--- config.mk ---
export PLATFORM = sky130hd
export DESIGN_NAME = aes_hmac_result_collector_flat
export DESIGN_NICKNAME = d
export VERILOG_FILES = /design/src/rtl/aes_hmac_pkg.sv /design/src/rtl/aes_hmac_result_collector_if.sv /design/src/rtl/aes_hmac_result_collector_deser.sv /design/src/rtl/aes_hmac_result_collector.sv /design/src/flat_wrapper.sv
export SDC_FILE = /design/constraint.sdc
export NUM_CORES = 1
export LEC_CHECK = 0
export BUFFER_PORTS_ARGS = -buffer_cell sky130_fd_sc_hd__buf_2
export CELL_PAD_IN_SITES_DETAIL_PLACEMENT = 1
export CELL_PAD_IN_SITES_GLOBAL_PLACEMENT = 1
export CORE_UTILIZATION = 42
export CTS_CLUSTER_DIAMETER = 150
export DETAILED_ROUTE_END_ITERATION = 16
export GPL_ROUTABILITY_DRIVEN = 0
export PLACE_DENSITY = 0.79
export SYNTH_ARGS = -nofsm -noshare
export SYNTH_HDL_FRONTEND = slang
export SYNTH_SLANG_ARGS = --single-unit
--- constraint.sdc ---
create_clock -name clk -period 3.2 [get_ports clk]
set_input_delay 0.64 -clock clk [delete_from_list [all_inputs] [get_ports clk]]
set_output_delay 0.64 -clock clk [all_outputs]
set_load 0.005 [all_outputs]
--- src/rtl/aes_hmac_pkg.sv ---
// Shared types and constants for the AES/HMAC result path.
package aes_hmac_pkg;

    localparam int BURST_BYTES = 16;

    localparam logic [1:0] ERR_NONE    = 2'b00;
    localparam logic [1:0] ERR_SHORT   = 2'b01;
    localparam logic [1:0] ERR_LONG    = 2'b10;
    localparam logic [1:0] ERR_TIMEOUT = 2'b11;

    typedef enum logic [2:0] {
        WAIT_CT = 3'd0,
        RX_CT   = 3'd1,
        GAP     = 3'd2,
        RX_MAC  = 3'd3,
        DONE    = 3'd4
    } collector_state_e;

endpackage

--- src/rtl/aes_hmac_result_collector_if.sv ---
// Byte-stream input and result/host handshake of the result collector.
// Optional RESULT_MAC_CHECK_EN adds i_exp_mac / o_mac_ok.
interface aes_hmac_result_collector_if;
    // i_data is consumed on every clock where i_valid=1 (no backpressure);
    // o_done is a level held until the host pulses i_ack, and i_ack has no
    // effect while o_done=0; o_cipher/o_mac are stable whenever o_done=1.
    logic [7:0]   i_data;
    logic         i_valid;
    logic [127:0] o_cipher;
    logic [127:0] o_mac;
    logic         o_done;
    logic         i_ack;
    logic         o_err;
    logic [1:0]   o_err_code;
`ifdef RESULT_MAC_CHECK_EN
    logic [127:0] i_exp_mac;
    logic         o_mac_ok;

    modport slave (
        input  i_data, i_valid, i_ack, i_exp_mac,
        output o_cipher, o_mac, o_done, o_err, o_err_code, o_mac_ok
    );
    modport master (
        output i_data, i_valid, i_ack, i_exp_mac,
        input  o_cipher, o_mac, o_done, o_err, o_err_code, o_mac_ok
    );
`else
    modport slave (
        input  i_data, i_valid, i_ack,
        output o_cipher, o_mac, o_done, o_err, o_err_code
    );
    modport master (
        output i_data, i_valid, i_ack,
        input  o_cipher, o_mac, o_done, o_err, o_err_code
    );
`endif
endinterface

--- src/rtl/aes_hmac_result_collector_deser.sv ---
// Byte-to-word deserialiser shared by the ciphertext and MAC bursts,
// with short-burst and overlong-burst detection.
module byte_burst_deser #(
    parameter int BURST_BYTES = 16
) (
    input  logic                     clk,
    input  logic                     rst_n,
    input  logic                     start_i,
    input  logic                     en_i,
    input  logic [7:0]               i_data,
    input  logic                     i_valid,
    output logic [8*BURST_BYTES-1:0] word_o,
    output logic                     word_valid_o,
    output logic                     err_short_o,
    output logic                     err_long_o
);
    localparam logic [4:0] LAST = 5'(BURST_BYTES - 1);
    localparam logic [4:0] FULL = 5'(BURST_BYTES);

    logic [8*(BURST_BYTES-1)-1:0] word_q;
    logic [4:0]                   cnt_q;
    logic                         full_q;

    // The final byte is merged combinationally so the parent can register
    // the complete word in the same cycle that byte arrives.
    assign word_o       = {i_data, word_q};
    assign word_valid_o = en_i && i_valid && (cnt_q == LAST);
    assign err_short_o  = en_i && !i_valid && (cnt_q < FULL);
    assign err_long_o   = full_q && i_valid;

    always_ff @(posedge clk) begin
        if (!rst_n) begin
            word_q <= '0;
            cnt_q  <= 5'd0;
            full_q <= 1'b0;
        end else begin
            full_q <= word_valid_o;
            if (start_i) begin
                word_q[7:0] <= i_data;
                cnt_q       <= 5'd1;
            end else if (en_i && i_valid && (cnt_q < FULL)) begin
                if (cnt_q < LAST) begin
                    word_q[8*cnt_q +: 8] <= i_data;
                end
                cnt_q <= cnt_q + 5'd1;
            end
        end
    end
endmodule

--- src/rtl/aes_hmac_result_collector.sv ---
// Collects the ciphertext+MAC byte bursts into 128-bit words for the host.
// RESULT_MAC_CHECK_EN enables the expected-MAC comparison output.
module aes_hmac_result_collector #(
    parameter int BURST_BYTES    = aes_hmac_pkg::BURST_BYTES,
    parameter int TIMEOUT_CYCLES = 4096,
    parameter int TO_W           = 12
) (
    input  logic                            clk,
    input  logic                            rst_n,
    aes_hmac_result_collector_if.slave      bus,
    output aes_hmac_pkg::collector_state_e  o_state
);
    import aes_hmac_pkg::*;

    localparam int              W       = 8 * BURST_BYTES;
    localparam logic [TO_W-1:0] TO_LAST = TO_W'(TIMEOUT_CYCLES - 1);

    collector_state_e state_q;
    logic             drain_q;
    logic [TO_W-1:0]  to_q;
    logic [W-1:0]     ct_buf_q;
    logic [W-1:0]     cipher_q;
    logic [W-1:0]     mac_q;
    logic             done_q;
    logic             err_q;
    logic [1:0]       err_code_q;
`ifdef RESULT_MAC_CHECK_EN
    logic             mac_ok_q;
`endif

    logic         start;
    logic         en;
    logic [W-1:0] word;
    logic         word_valid;
    logic         err_short;
    logic         err_long;

    // A new burst may start from idle, from the gap (MAC byte 0), or on the
    // acknowledging cycle; an overlong run in progress never starts one.
    assign start = ((state_q == WAIT_CT) && bus.i_valid && !drain_q) ||
                   ((state_q == GAP) && bus.i_valid && !err_long) ||
                   ((state_q == DONE) && bus.i_ack && bus.i_valid &&
                    !err_long && !drain_q);
    assign en    = (state_q == RX_CT) || (state_q == RX_MAC);

    byte_burst_deser #(.BURST_BYTES(BURST_BYTES)) u_deser (
        .clk          (clk),
        .rst_n        (rst_n),
        .start_i      (start),
        .en_i         (en),
        .i_data       (bus.i_data),
        .i_valid      (bus.i_valid),
        .word_o       (word),
        .word_valid_o (word_valid),
        .err_short_o  (err_short),
        .err_long_o   (err_long)
    );

    always_ff @(posedge clk) begin
        if (!rst_n) begin
            state_q    <= WAIT_CT;
            drain_q    <= 1'b0;
            to_q       <= '0;
            ct_buf_q   <= '0;
            cipher_q   <= '0;
            mac_q      <= '0;
            done_q     <= 1'b0;
            err_q      <= 1'b0;
            err_code_q <= ERR_NONE;
`ifdef RESULT_MAC_CHECK_EN
            mac_ok_q   <= 1'b0;
`endif
        end else begin
            err_q <= 1'b0;
            if (!bus.i_valid) drain_q <= 1'b0;
            unique case (state_q)
                WAIT_CT: if (start) state_q <= RX_CT;
                RX_CT: begin
                    if (err_short) begin
                        err_q      <= 1'b1;
                        err_code_q <= ERR_SHORT;
                        state_q    <= WAIT_CT;
                    end else if (word_valid) begin
                        ct_buf_q <= word;
                        to_q     <= '0;
                        state_q  <= GAP;
                    end
                end
                GAP: begin
                    if (err_long) begin
                        err_q      <= 1'b1;
                        err_code_q <= ERR_LONG;
                        drain_q    <= 1'b1;
                        state_q    <= WAIT_CT;
                    end else if (bus.i_valid) begin
                        state_q <= RX_MAC;
                    end else begin
                        if (to_q != '1) to_q <= to_q + 1'b1;
                        if ((TIMEOUT_CYCLES != 0) && (to_q == TO_LAST)) begin
                            err_q      <= 1'b1;
                            err_code_q <= ERR_TIMEOUT;
                            state_q    <= WAIT_CT;
                        end
                    end
                end
                RX_MAC: begin
                    if (err_short) begin
                        err_q      <= 1'b1;
                        err_code_q <= ERR_SHORT;
                        state_q    <= WAIT_CT;
                    end else if (word_valid) begin
                        cipher_q <= ct_buf_q;
                        mac_q    <= word;
                        done_q   <= 1'b1;
`ifdef RESULT_MAC_CHECK_EN
                        mac_ok_q <= (word == bus.i_exp_mac);
`endif
                        state_q  <= DONE;
                    end
                end
                DONE: begin
                    // An overlong MAC burst is reported but the result stands.
                    if (err_long) begin
                        err_q      <= 1'b1;
                        err_code_q <= ERR_LONG;
                        drain_q    <= 1'b1;
                    end
                    if (bus.i_ack) begin
                        done_q  <= 1'b0;
`ifdef RESULT_MAC_CHECK_EN
                        mac_ok_q <= 1'b0;
`endif
                        state_q <= start ? RX_CT : WAIT_CT;
                    end
                end
                default: state_q <= WAIT_CT;
            endcase
        end
    end

    assign bus.o_cipher   = cipher_q;
    assign bus.o_mac      = mac_q;
    assign bus.o_done     = done_q;
    assign bus.o_err      = err_q;
    assign bus.o_err_code = err_code_q;
`ifdef RESULT_MAC_CHECK_EN
    assign bus.o_mac_ok   = mac_ok_q;
`endif
    assign o_state        = state_q;
endmodule

--- src/flat_wrapper.sv ---
// flat-port wrapper written by rule: the top's interface ports become plain ports
module aes_hmac_result_collector_flat import aes_hmac_pkg::*;
#(
    parameter int BURST_BYTES    = aes_hmac_pkg::BURST_BYTES,
    parameter int TIMEOUT_CYCLES = 4096,
    parameter int TO_W           = 12
)
  (clk, rst_n, o_state, bus_i_data, bus_i_valid, bus_i_ack, bus_o_cipher, bus_o_mac, bus_o_done, bus_o_err, bus_o_err_code);
  aes_hmac_result_collector_if bus_i ();
  input  logic clk;
  input  logic rst_n;
  output aes_hmac_pkg::collector_state_e o_state;
  input wire logic [$bits(bus_i.i_data)-1:0] bus_i_data;
  input wire logic [$bits(bus_i.i_valid)-1:0] bus_i_valid;
  input wire logic [$bits(bus_i.i_ack)-1:0] bus_i_ack;
  output wire logic [$bits(bus_i.o_cipher)-1:0] bus_o_cipher;
  output wire logic [$bits(bus_i.o_mac)-1:0] bus_o_mac;
  output wire logic [$bits(bus_i.o_done)-1:0] bus_o_done;
  output wire logic [$bits(bus_i.o_err)-1:0] bus_o_err;
  output wire logic [$bits(bus_i.o_err_code)-1:0] bus_o_err_code;
  assign bus_i.i_data = bus_i_data;
  assign bus_i.i_valid = bus_i_valid;
  assign bus_i.i_ack = bus_i_ack;
  assign bus_o_cipher = bus_i.o_cipher;
  assign bus_o_mac = bus_i.o_mac;
  assign bus_o_done = bus_i.o_done;
  assign bus_o_err = bus_i.o_err;
  assign bus_o_err_code = bus_i.o_err_code;
  aes_hmac_result_collector #(.BURST_BYTES(BURST_BYTES), .TIMEOUT_CYCLES(TIMEOUT_CYCLES), .TO_W(TO_W)) u_core (.clk(clk), .rst_n(rst_n), .bus(bus_i), .o_state(o_state));
endmodule
Word-level counts from Yosys, hierarchy flattened
Cells that the tools add are included.
{"block": "classes", "addsub": 3, "n_lt_le_gt_ge": 2, "eq_ne": 23, "n_shift": 2, "muxes": 42, "bitwise_logic": 3, "n_reduce_logical": 37}
{"cell": "120-bit bitwise mux", "count": 1}
{"cell": "8-bit by 34-bit variable shift with 120-bit output, first input constant", "count": 1}
{"cell": "8-bit by 34-bit indexed part select with 120-bit output", "count": 1}
{"cell": "12-bit 2-to-1 mux", "count": 5}
{"cell": "8-bit negation with 34-bit output", "count": 1}
{"cell": "3-bit 2-to-1 mux", "count": 9}
{"cell": "8-bit 2-to-1 mux", "count": 3}
{"cell": "12-bit one-hot mux with 2 select lines", "count": 1}
{"cell": "2-bit inequality test, second input constant", "count": 8}
{"cell": "3-bit one-hot mux with 5 select lines", "count": 1}
{"cell": "1-bit logical AND", "count": 14}
{"cell": "1-bit 2-to-1 mux", "count": 14}
{"cell": "12-bit by 1-bit adder with 12-bit output, second input constant", "count": 1}
{"cell": "12-bit == test, second input constant", "count": 1}
{"cell": "12-bit inequality test, second input constant", "count": 1}
{"cell": "3-bit by 2-bit inequality test with 1-bit output, second input constant", "count": 4}
{"cell": "2-bit 2-to-1 mux", "count": 5}
{"cell": "5-bit AND reduction", "count": 2}
{"cell": "3-bit AND reduction", "count": 3}
{"cell": "2-bit nonzero test", "count": 4}
{"cell": "3-bit by 2-bit == test with 1-bit output, second input constant", "count": 2}
{"cell": "2-bit by 1-bit inequality test with 1-bit output, second input constant", "count": 3}
{"cell": "2-bit one-hot mux with 3 select lines", "count": 1}
{"cell": "6-bit AND reduction", "count": 1}
{"cell": "other kinds (17)", "count": 25}
{"block": "totals", "reg_bits": 530, "in_bits": 12, "output_inout_bits": 263, "elab_cells": 126}

Longest topological paths before layout
Gate-level depths: netlist of the first run.
{"block": "depth", "depth_word": 9, "depth_mapped": 13, "depth_no_buf": 9}

Cells and area by module
A second synthesis of the first run with hierarchy kept.
{"block": "hier_totals", "hier_cells": 2312, "hier_area_um2": 19516.2}
{"mod": "aes_hmac_result_collector", "instances": 1, "cells_per_inst": 1811, "area_per_inst_um2": 14216.1}
{"mod": "byte_burst_deser", "instances": 1, "cells_per_inst": 501, "area_per_inst_um2": 5300.1}

Worst setup path before layout of the first run
Ideal clock, no wire load.
{"block": "synth_timing", "path_type": "register to register", "startpoint": "register u_core.u_deser.cnt_q[0]", "endpoint": "register u_core.u_deser.word_q[30]", "setup_ns": 0.121, "arrival_ns": 2.417, "setup_slack_ns": 0.662, "stages_incl_launch_ff": 13, "path_buffers": 4, "synth_period_minus_slack_ns": 2.538, "cell_sequence": "dfxtp_1 inv_1 ha_1 clkbuf_1 nor3b_1 ha_1 buf_2 nand3_1 or3_1 clkbuf_2 buf_6 nand3_1 o21ai_0"}
{"block": "synth_via", "elab_chain_len": 3}
{"item": "from (decl)", "line": "aes_hmac_result_collector_deser.sv:21", "text": "logic [4:0] cnt_q;"}
{"item": "from (signal assigned)", "line": "aes_hmac_result_collector_deser.sv:45", "text": "cnt_q <= cnt_q + 5'd1;"}
{"item": "8-bit negation with 34-bit output or 5-bit < comparator (tied branches)", "line": "aes_hmac_result_collector_deser.sv:43, aes_hmac_result_collector_deser.sv:41"}
{"item": "8-bit by 34-bit indexed part select with 120-bit output, or another cell as far along", "line": "aes_hmac_result_collector_deser.sv:43", "text": "word_q[8*cnt_q +: 8] <= i_data;"}
{"item": "120-bit bitwise mux or 3-bit AND reduction (tied branches)"}
{"item": "to (signal, indexed assignment)", "line": "aes_hmac_result_collector_deser.sv:43"}
{"item": "to (decl)", "line": "aes_hmac_result_collector_deser.sv:20", "text": "logic [8*(BURST_BYTES-1)-1:0] word_q;"}
Several ways; a longest one is shown, not always the timed one.
A chain may end at the register's enable or synchronous reset.

Final worst setup path of the first run
Same ends and word-level chain as after synthesis.

==> results.yml, run 1 <==
outcome:
  status: "finished clean"
detailed_routing:
  first_pass_iters: 5
  route.met2.wl_mm: 28.9
  drtIter0Drc: 1149
  dr_wl_met3_mm: 3.09
  met1_length_mm: 26.9
  drc: 0
  top_layer: "met4"
  vias: 16708
  ant_nets: 0
  wl_per_cell_um: 19.1
  via_per_inst: 5.26
  routed_wl_mm: 60.7
timing:
  fin_tns_setup_ns: 0
  finalHoldViolations: 0
  rsz0062_at_grt: "no"
  fin_crit_ns: 2.98
  drv_slew: 0
  fmax_mhz: 336
  relSlewSlack_pct: 36.7
  hold-worst-slack_ns: 0.299
  setup_viol: 0
  worst_slew_pin_slew_ns: 0.941
  period_share_pct: 93.0
  clock_skew_ns: 0.00602
critical_path:
  end_kind: "flop"
  max_stage_delay_ns: 0.65
  cp-startpoint: "u_core.u_deser.cnt_q[0]"
  crit_family: "simple AND/OR/NAND/NOR gates"
  path_max_fanout: 16
  r2r_end: "u_core.u_deser.word_q[30]"
  slowest_stage: "or3_1"
  path_buf_inv: 1
  crit-reg2reg-launch: "u_core.u_deser.cnt_q[0]"
  crit_chain: "inv_1, ha_1, nor3b_1, ha_1, nand3_1, or3_1, nand3_1, o21ai_0"
  ff2ff_path_depth: 8
  cp-start-kind: "flop"
  arrival_ns: 3.43
  criticalPathCategory: "flop to flop"
  ff2ff_setup_slack_ns: 0.22
  cp_data_required_time_ns: 3.66
yosys:
  ys_seq_elements: 530
  ys_seq_area_share_pct: 55.4
  synth_edf_count: 0
  synthCells: 2364
  yosysUniqueCellTypes: 59
  synth_ff_type: "dfxtp_1"
  synth_area_per_cell_um2: 8.10
  yosys.area.top_type: "dfxtp_1"
  synth_nets: 2384
  synth_area_um2: 19200
  async_flop_share_pct: 0
  yosys_warnings: 0
  synth_top_area_share_pct: 55.4
  synth_area_leaders: "dfxtp_1 (55%), nand2_1 (18%), a21oi_1 (10%), mux2i_1 (3.5%), clkbuf_1 (2.6%)"
global_routing:
  grt_pass1_vias: 17038
  grt_pass1_wl_mm: 94.9
  grt_max_degree: 172
  antenna_found_initial: 2
  globalRouteTotalUtil_pct: 25.8
  overflow: 0
cells_and_area:
  ff_latch_area_um2: 10600
  drive_gt1_share_pct: 16.1
  multi_input_comb_area_um2: 7760
  area_growth_pct: 19.4
  nets: 2566
  n_fill_cell: 5378
power:
  power_frac_seq_pct: 48.3
  comb_power_share_pct: 2.3
  swShare_pct: 21.0
  pwr-share-clk_pct: 49.5
  p_sw_mw: 2.89
  irDropWorstVdd_v: 0.000360
  p_leak_nw: 8.62
  p_int_mw: 10.9
  power_density_nw_per_um2: 601
hold_path:
  min_path_cells: 2
  hold_end: "u_core.bus.o_done"
  min-delay-start: "bus_i_ack"
  min_path_type: "input pin to flop"
die:
  pin_count: 275
  core_area_um2: 44600
  fp.dieH_um: 216
  die_area_um2: 46500
  die_w_um: 216
  rows: 77
  initial_utilization_pct: 42.9
clock_network:
  h-tree-depth: 2
  clockRootBuffer: "clkbuf_16"
  postCtsSetupBuffers: 0
  post_cts_resized: 0
  cts_tree: "yes"
  clk_latency_ns: 0.60
  postCtsHoldBufs: 0
  clock-sinks: 530
  clk_pin_slew_ns: 0.06
  cts_made_buffers: 55
  clock_path_buffers: 3
placement:
  port_buffers: 274
  hpwl_mm: 40.9
flow_run:
  cap_violations: 0
==> state kept, by name, indices dropped and copies added (netlist names) <==
name and flops:
u_core.bus.o_cipher 128, u_core.bus.o_done 1, u_core.bus.o_err 1, u_core.bus.o_err_code 2
u_core.bus.o_mac 128, u_core.ct_buf_q 128, u_core.drain_q 1, u_core.o_state 3
u_core.to_q 12, u_core.u_deser.cnt_q 5, u_core.u_deser.full_q 1, u_core.u_deser.word_q 120
==> worst register-to-register path, cell delays in order (launching register included) <==
cell     delay, ns
dfxtp_1       0.51
inv_1         0.16
ha_1          0.32
nor3b_1       0.19
ha_1          0.48
nand3_1       0.22
or3_1         0.65
nand3_1       0.20
o21ai_0       0.11
==> synth_stat cells, types with 3 or more instances <==
cell	number
nand4b_1	3
mux2i_1	67
nand2_1	904
xnor2_1	9
buf_4	3
a22oi_1	3
nand3_1	59
buf_2	39
and2_1	3
xor2_1	7
dfxtp_1	530
nor3_1	13
o21ai_1	5
or3_1	10
clkbuf_1	131
clkbuf_2	3
ha_1	8
nand4_1	10
o21ai_0	50
nor2_1	33
and3_1	11
a21oi_1	394
nor4_1	5
buf_6	4
o22ai_1	6
inv_1	7
nand2b_1	6
==> power by group through the flow <==
stage,registers (mW),clock network [mW],logic (mW)
6_report,6.63,6.80,0.312
2_1_floorplan,6.77,0,0.214
4_1_cts,6.63,6.92,0.309
3_5_place_dp,6.78,0,0.307
5_1_grt,6.63,7.19,0.334
3_3_place_gp,6.78,0,0.300
==> worst max path at each step <==
stage	slack (ns)	cells after the start	end
finish	0.22	8	u_core.u_deser.word_q[30]
global route	0.02	7	u_core.u_deser.word_q[71]
CTS	0.24	8	u_core.u_deser.word_q[30]
detailed placement	0.27	8	u_core.u_deser.word_q[30]
global placement	0.49	8	u_core.u_deser.word_q[31]
floorplan	0.66	12	u_core.u_deser.word_q[30]
==> kinds of logic after synthesis <==
logic type	Yosys count	synth area share [%]
xor gates and xnor gates	16	0.732
muxes	67	3.50
DFF	530	55.4
buffers and inverters	190	4.21
AOI/OAI and AO/OA	472	12.7
and+or+nand+nor	1081	23.0
adders and majority gates	8	0.523
==> cell usage in the layout (no fill, tap or decap), drive strengths merged, types with 4 or more instances in the layout <==
| master | instances |
|---|---|
| inv | 9 |
| nand3 | 61 |
| nand2b | 6 |
| and3 | 13 |
| bufinv | 9 |
| clkbuf | 79 |
| a21oi | 394 |
| nor2 | 35 |
| and2 | 4 |
| nand4 | 10 |
| clkinv | 4 |
| nor3 | 16 |
| ha | 8 |
| nand2 | 904 |
| nor4 | 5 |
| buf | 307 |
| or3 | 10 |
| o21ai | 55 |
| xnor2 | 9 |
| o22ai | 6 |
| dfxtp | 530 |
| xor2 | 7 |
| mux2i | 67 |
==> area by class of cell <==
type,count,area share (%)
Timing Repair Buffer,307,7.86
Multi-Input combinational cell,1644,33.9
Clock inverter,15,1.36
Tap cell,592,3.24
Antenna cell,1,0.0109
Clock buffer,79,7.03
Inverter,8,0.164
Sequential cell,530,46.4
==> routing by layer <==
layer	up-vias	global-route usage [%]
met5	-	0
met4	0	8.96
met3	106	5.06
met2	376	42.7
met1	8144	33.4
li1	8082	-
==> per-stage QoR <==
| step | util (%) | instances | cell area, um^2 | worst slack [ns] | power, mW |
|---|---|---|---|---|---|
| after floorplan | - | 2364 | 19200 | 0.662 | 6.98 |
| after global placement | 47.0 | 3081 | 20900 | 0.491 | 7.08 |
| after detailed placement | 47.0 | 3081 | 20900 | 0.267 | 7.09 |
| after CTS | 51.3 | 3175 | 22900 | 0.238 | 13.9 |
| after global routing | 51.3 | 3176 | 22900 | 0.0175 | 14.2 |
| final | 51.3 | 3176 | 22900 | 0.223 | 13.7 |
No activity file was read; power rests on OpenSTA's default activity.
==> inputs of run 2 (changes only) <==
--- a/config.mk
+++ b/config.mk
@@ -5,6 +5,7 @@
 export SDC_FILE = /design/constraint.sdc
 export NUM_CORES = 1
 export LEC_CHECK = 0
+export ABC_AREA = 1
 export BUFFER_PORTS_ARGS = -buffer_cell sky130_fd_sc_hd__buf_2
 export CELL_PAD_IN_SITES_DETAIL_PLACEMENT = 1
 export CELL_PAD_IN_SITES_GLOBAL_PLACEMENT = 1
==> results.yml, run 2 <==
yosys:
  async_flop_share_pct: 0
  synthCells: 2471
  synth_ff_type: "dfxtp_1"
  synthTopCellsByCount: "nor2_1 (702), dfxtp_1 (530), o21ai_0 (439), a21oi_1 (208), nand2_1 (146)"
  synth_nets: 2491
  yosys_warnings: 0
  synth_area_per_cell_um2: 7.92
  yosysMostFrequentCell: "nor2_1"
  synth_area_um2: 19600
  yosysUniqueCellTypes: 41
  ys_seq_area_share_pct: 54.2
  yosys.area.top_type: "dfxtp_1"
  synth_edf_count: 0
  synth_area_leaders: "dfxtp_1 (54%), nor2_1 (13%), o21ai_0 (11%), a21oi_1 (5.3%), nand2_1 (2.8%)"
  synth_top_area_share_pct: 54.2
  ys_seq_elements: 530
timing:
  period_share_pct: 90.2
  worst_slew_pin_slew_ns: 1.08
  fin_crit_ns: 2.89
  timing.final.ws_setup_ns: 0.313
  fmax_mhz: 346
  drv_slew: 0
  finalHoldViolations: 0
  relSlewSlack_pct: 27.4
  hold-worst-slack_ns: 0.247
  setup_viol: 0
  clock_skew_ns: 0.0143
  fin_tns_setup_ns: 0
  rsz0062_at_grt: "no"
placement:
  hpwl_mm: 42.6
  dp_cells: 3210
  port_buffers: 274
  place_ws_ns: 0.253
  placed_area_um2: 21200
cells_and_area:
  drive_gt1_share_pct: 16.7
  nets: 2688
  fin_cells: 3308
  final_common_cell: "nor2_1"
  final_core_util_pct: 50.5
  area_growth_pct: 17.8
  layout_common_cells: "nor2_1 (701), dfxtp_1 (530), o21ai_0 (439)"
  design_area_um2: 23100
die:
  initial_utilization_pct: 42.9
  pin_count: 275
  core_area_um2: 45700
  die_area_um2: 47500
  rows: 78
  fp.dieH_um: 218
  die_w_um: 218
detailed_routing:
  dr_wl_met3_mm: 3.21
  top_layer: "met4"
  wl_per_cell_um: 19.1
  first_pass_iters: 5
  drtIter0Drc: 1256
  vias: 17506
  via_per_inst: 5.29
  routed_wl_mm: 63.2
  drc: 0
  met1_length_mm: 28.2
  route.met2.wl_mm: 29.6
  ant_nets: 0
critical_path:
  r2r_end: "u_core.u_deser.word_q[2]"
  slowest_stage: "dfxtp_1"
  crit_family: "simple AND/OR/NAND/NOR gates"
  critPathMostFrequentCell: "nand2_1"
  cp-start-kind: "flop"
  ff2ff_path_depth: 14
  criticalPathCategory: "flop to flop"
  crit_chain: "inv_2, ha_1, nand2_1, inv_1, ha_2, or2_2, a21oi_1, nand4_1, inv_1, nand2_1, nand3_1, nand2_1, nor2_1, nor2_1"
  cp_data_required_time_ns: 3.67
  ff2ff_setup_slack_ns: 0.31
  end_kind: "flop"
  max_stage_delay_ns: 0.49
  path_buf_inv: 3
  path_max_fanout: 17
  crit-reg2reg-launch: "u_core.u_deser.cnt_q[0]"
  arrival_ns: 3.35
power:
  power_density_nw_per_um2: 626
  irDropWorstVdd_v: 0.000368
  p_leak_nw: 11.2
  finalPower_mw: 14.4
clock_network:
  h-tree-depth: 2
  postCtsSetupBuffers: 0
  cts_tree: "yes"
  clock_path_buffers: 3
  clk_pin_slew_ns: 0.06
  clockRootBuffer: "clkbuf_16"
  clock-sinks: 530
  clk_latency_ns: 0.61
  cts_made_buffers: 56
flow_run:
  cap_violations: 0
global_routing:
  grt_max_degree: 166
  antenna_found_initial: 1
  grt_pass1_vias: 17438
  overflow: 0
  globalRouteTotalUtil_pct: 26.2
  grt_pass1_wl_mm: 98.6
outcome:
  status: "finished clean"
hold_path:
  min_path_type: "input pin to flop"
  hold_end: "u_core.bus.o_done"
  min-delay-start: "bus_i_ack"
  min_path_cells: 2
run 2: cell types whose count changed after synthesis, moves of 23 or more:
cell	before	now
a21oi_1	394	208
clkbuf_1	131	88
inv_1	7	106
mux2i_1	67	0
nand2_1	904	146
nand3_1	59	36
nor2_1	33	702
o21ai_0	50	439
run 2: layer usage:
layer	vias up	global-route usage, %
met5	-	0
met4	0	9.81
met3	119	4.80
met2	410	42.7
met1	8539	34.5
li1	8438	-
run 2: how the worst max path moves through the flow:
stage | from | to | slack [ns] | depth (start not counted)
after global placement | u_core.u_deser.cnt_q[0] | u_core.u_deser.word_q[6] | 0.41 | 14
after global routing | u_core.u_deser.cnt_q[0] | u_core.u_deser.word_q[0] | 0.11 | 14
after floorplan | u_core.u_deser.cnt_q[0] | u_core.u_deser.word_q[7] | 0.54 | 16
final | u_core.u_deser.cnt_q[0] | u_core.u_deser.word_q[2] | 0.31 | 14
after detailed placement | u_core.u_deser.cnt_q[0] | u_core.u_deser.word_q[2] | 0.25 | 14
after CTS | u_core.u_deser.cnt_q[0] | u_core.u_deser.word_q[2] | 0.25 | 14
run 2: repair_timing:
action                     CTS  global route
gates resized for setup      0             1
hold buffers                 0             0
setup endpoints to repair    0             5
run 2: cells by family after synthesis:
group | Yosys count | share of synthesized area [%]
AOI/OAI and AO/OA | 677 | 17.6
xor gates and xnor gates | 5 | 0.224
DFF | 530 | 54.2
buffers and inverters | 283 | 6.46
and+or+nand+nor | 968 | 21.0
adders and majority gates | 8 | 0.511
run 2: power breakdown:
part | total (mW) | switching [mW] | leakage [nW] | internal (mW)
registers | 6.72 | 0.0649 | 4.27 | 6.66
clock network | 6.46 | 2.67 | 0.896 | 3.79
logic | 1.25 | 0.961 | 6.05 | 0.292
run 2: layout make-up:
cell class | count | area [um^2]
diodes | 2 | 5.00
clock buffers | 80 | 1640
clock inverters | 16 | 181
fillers | 5704 | 22600
inverters | 121 | 477
multi-input cells | 1658 | 7710
flip-flops and latches | 530 | 10600
well taps | 600 | 751
repair buffers | 301 | 1680
==> inputs of run 3 (changes only) <==
--- a/config.mk
+++ b/config.mk
@@ -7,13 +7,14 @@
 export LEC_CHECK = 0
 export ABC_AREA = 1
 export BUFFER_PORTS_ARGS = -buffer_cell sky130_fd_sc_hd__buf_2
-export CELL_PAD_IN_SITES_DETAIL_PLACEMENT = 1
+export CELL_PAD_IN_SITES_DETAIL_PLACEMENT = 0
 export CELL_PAD_IN_SITES_GLOBAL_PLACEMENT = 1
-export CORE_UTILIZATION = 42
+export CORE_UTILIZATION = 44
+export CTS_BUF_LIST = sky130_fd_sc_hd__clkbuf_4 sky130_fd_sc_hd__clkbuf_8
 export CTS_CLUSTER_DIAMETER = 150
 export DETAILED_ROUTE_END_ITERATION = 16
 export GPL_ROUTABILITY_DRIVEN = 0
-export PLACE_DENSITY = 0.79
+export PLACE_DENSITY = 0.82
 export SYNTH_ARGS = -nofsm -noshare
 export SYNTH_HDL_FRONTEND = slang
 export SYNTH_SLANG_ARGS = --single-unit
==> results.yml, run 3 (synthesis results as in run 2) <==
outcome:
  status: "finished clean"
hold_path:
  min_path_type: "input pin to flop"
global_routing:
  globalRouteTotalUtil_pct: 25.2
  grt_pass1_vias: 16058
  overflow: 0
  grt_max_degree: 189
  grt_pass1_wl_mm: 89.5
  antenna_found_initial: 3
cells_and_area:
  final_common_cell: "nor2_1"
  drive_gt1_share_pct: 18.7
  n_fill_cell: 4205
  area_growth_pct: 17.5
  final_core_util_pct: 52.9
  layout_common_cells: "nor2_1 (701), dfxtp_1 (529), o21ai_0 (439)"
  nets: 2716
  fin_cells: 3347
die:
  die_area_um2: 45300
  core_area_um2: 43500
  die_w_um: 213
  initial_utilization_pct: 45.0
  rows: 76
  fp.dieH_um: 213
  pin_count: 275
power:
  p_leak_nw: 11.3
  power_density_nw_per_um2: 612
  irDropWorstVdd_v: 0.000301
  finalPower_mw: 14.1
placement:
  dp_cells: 3192
  port_buffers: 274
  hpwl_mm: 38.2
timing:
  finalHoldViolations: 0
  setup_viol: 0
  drv_slew: 0
  fin_crit_ns: 2.86
  clock_skew_ns: 0.0245
  rsz0062_at_grt: "no"
  worst_slew_pin_slew_ns: 1.09
  period_share_pct: 89.2
  relSlewSlack_pct: 27.4
  fin_tns_setup_ns: 0
  fmax_mhz: 350
  hold-worst-slack_ns: 0.204
clock_network:
  clk_latency_ns: 0.66
  postCtsHoldBufs: 0
  clk_pin_slew_ns: 0.07
  clockRootBuffer: "clkbuf_8"
  clock_path_buffers: 3
  postCtsSetupBuffers: 0
  h-tree-depth: 3
  cts_made_buffers: 87
  cts_tree: "yes"
  clock-sinks: 530
  post_cts_resized: 0
critical_path:
  arrival_ns: 3.35
  slowest_stage: "ha_1"
  path_buf_inv: 3
  cp_data_required_time_ns: 3.69
  criticalPathCategory: "flop to flop"
  max_stage_delay_ns: 0.43
  crit_chain: "inv_2, ha_1, nand2_1, inv_1, ha_1, or2_2, a21oi_1, nand4_1, inv_1, nand2_1, nand3_1, nand2_1, nor2_1, nor2_1"
  path_max_fanout: 17
  critPathMostFrequentCell: "nand2_1"
  end_kind: "flop"
  cp-start-kind: "flop"
  crit_family: "simple AND/OR/NAND/NOR gates"
detailed_routing:
  routed_wl_mm: 57.8
  via_per_inst: 5.13
  drtIter0Drc: 1229
  drc: 0
  first_pass_iters: 6
  wl_per_cell_um: 17.3
  ant_nets: 0
  vias: 17182
flow_run:
  cap_violations: 0
## run 3: cell types whose count changed in the layout (fill, tap and decap cells not counted), sizes merged
| cell | change |
|---|---|
| buf | -3 |
| bufinv | -2 |
| clkbuf | +56 |
| clkinv | +2 |
| clkinvlp | +1 |
## run 3: path summary, 6_finish.rpt
path | startpoint | endpoint | slack, ns | depth (start not counted)
worst max-delay path | u_core.u_deser.cnt_q[0] | u_core.u_deser.word_q[1] | 0.34 | 14
worst min-delay path | bus_i_ack | u_core.bus.o_done | 0.20 | 2
worst max register to register | u_core.u_deser.cnt_q[0] | u_core.u_deser.word_q[1] | 0.34 | 14
worst min register to register | u_core.bus.o_err_code[0] | u_core.bus.o_err_code[0] | 0.47 | 2
## run 3: area by class of cell
type	instances	area, um^2	area share, %
inverter	121	477	2.07
antenna	2	5.00	0.0218
timing repair buffer	298	1640	7.11
sequential	530	10600	46.1
tap	585	732	3.18
clock buffer	136	1700	7.37
clock inverter	17	139	0.604
multi-input combinational	1658	7710	33.5
## run 3: per-layer routing
metal  vias up  wire [um]  part of all wire (%)  global-route usage [%]
met1      8000      25700                    44                    33.4
met3       104       3740                   6.5                    5.21
met2       532      26800                    46                    40.5
met5         -          8                 0.014                       0
met4         2       1560                   2.7                    9.03
li1       8544          -                     -                       -
## run 3: power breakdown
group,switching [mW],total (mW),internal (mW)
registers,0.0675,6.73,6.66
logic,0.929,1.22,0.296
clock network,2.68,6.14,3.45
total,3.68,14.1,10.4
## run 3: through the flow
stage               setup slack (ns)  cell area, um^2
floorplan                      0.538            19600
global route                  0.0843            23000
global placement               0.420            21200
CTS                            0.266            23000
detailed placement             0.292            21200
finish                         0.345            23000
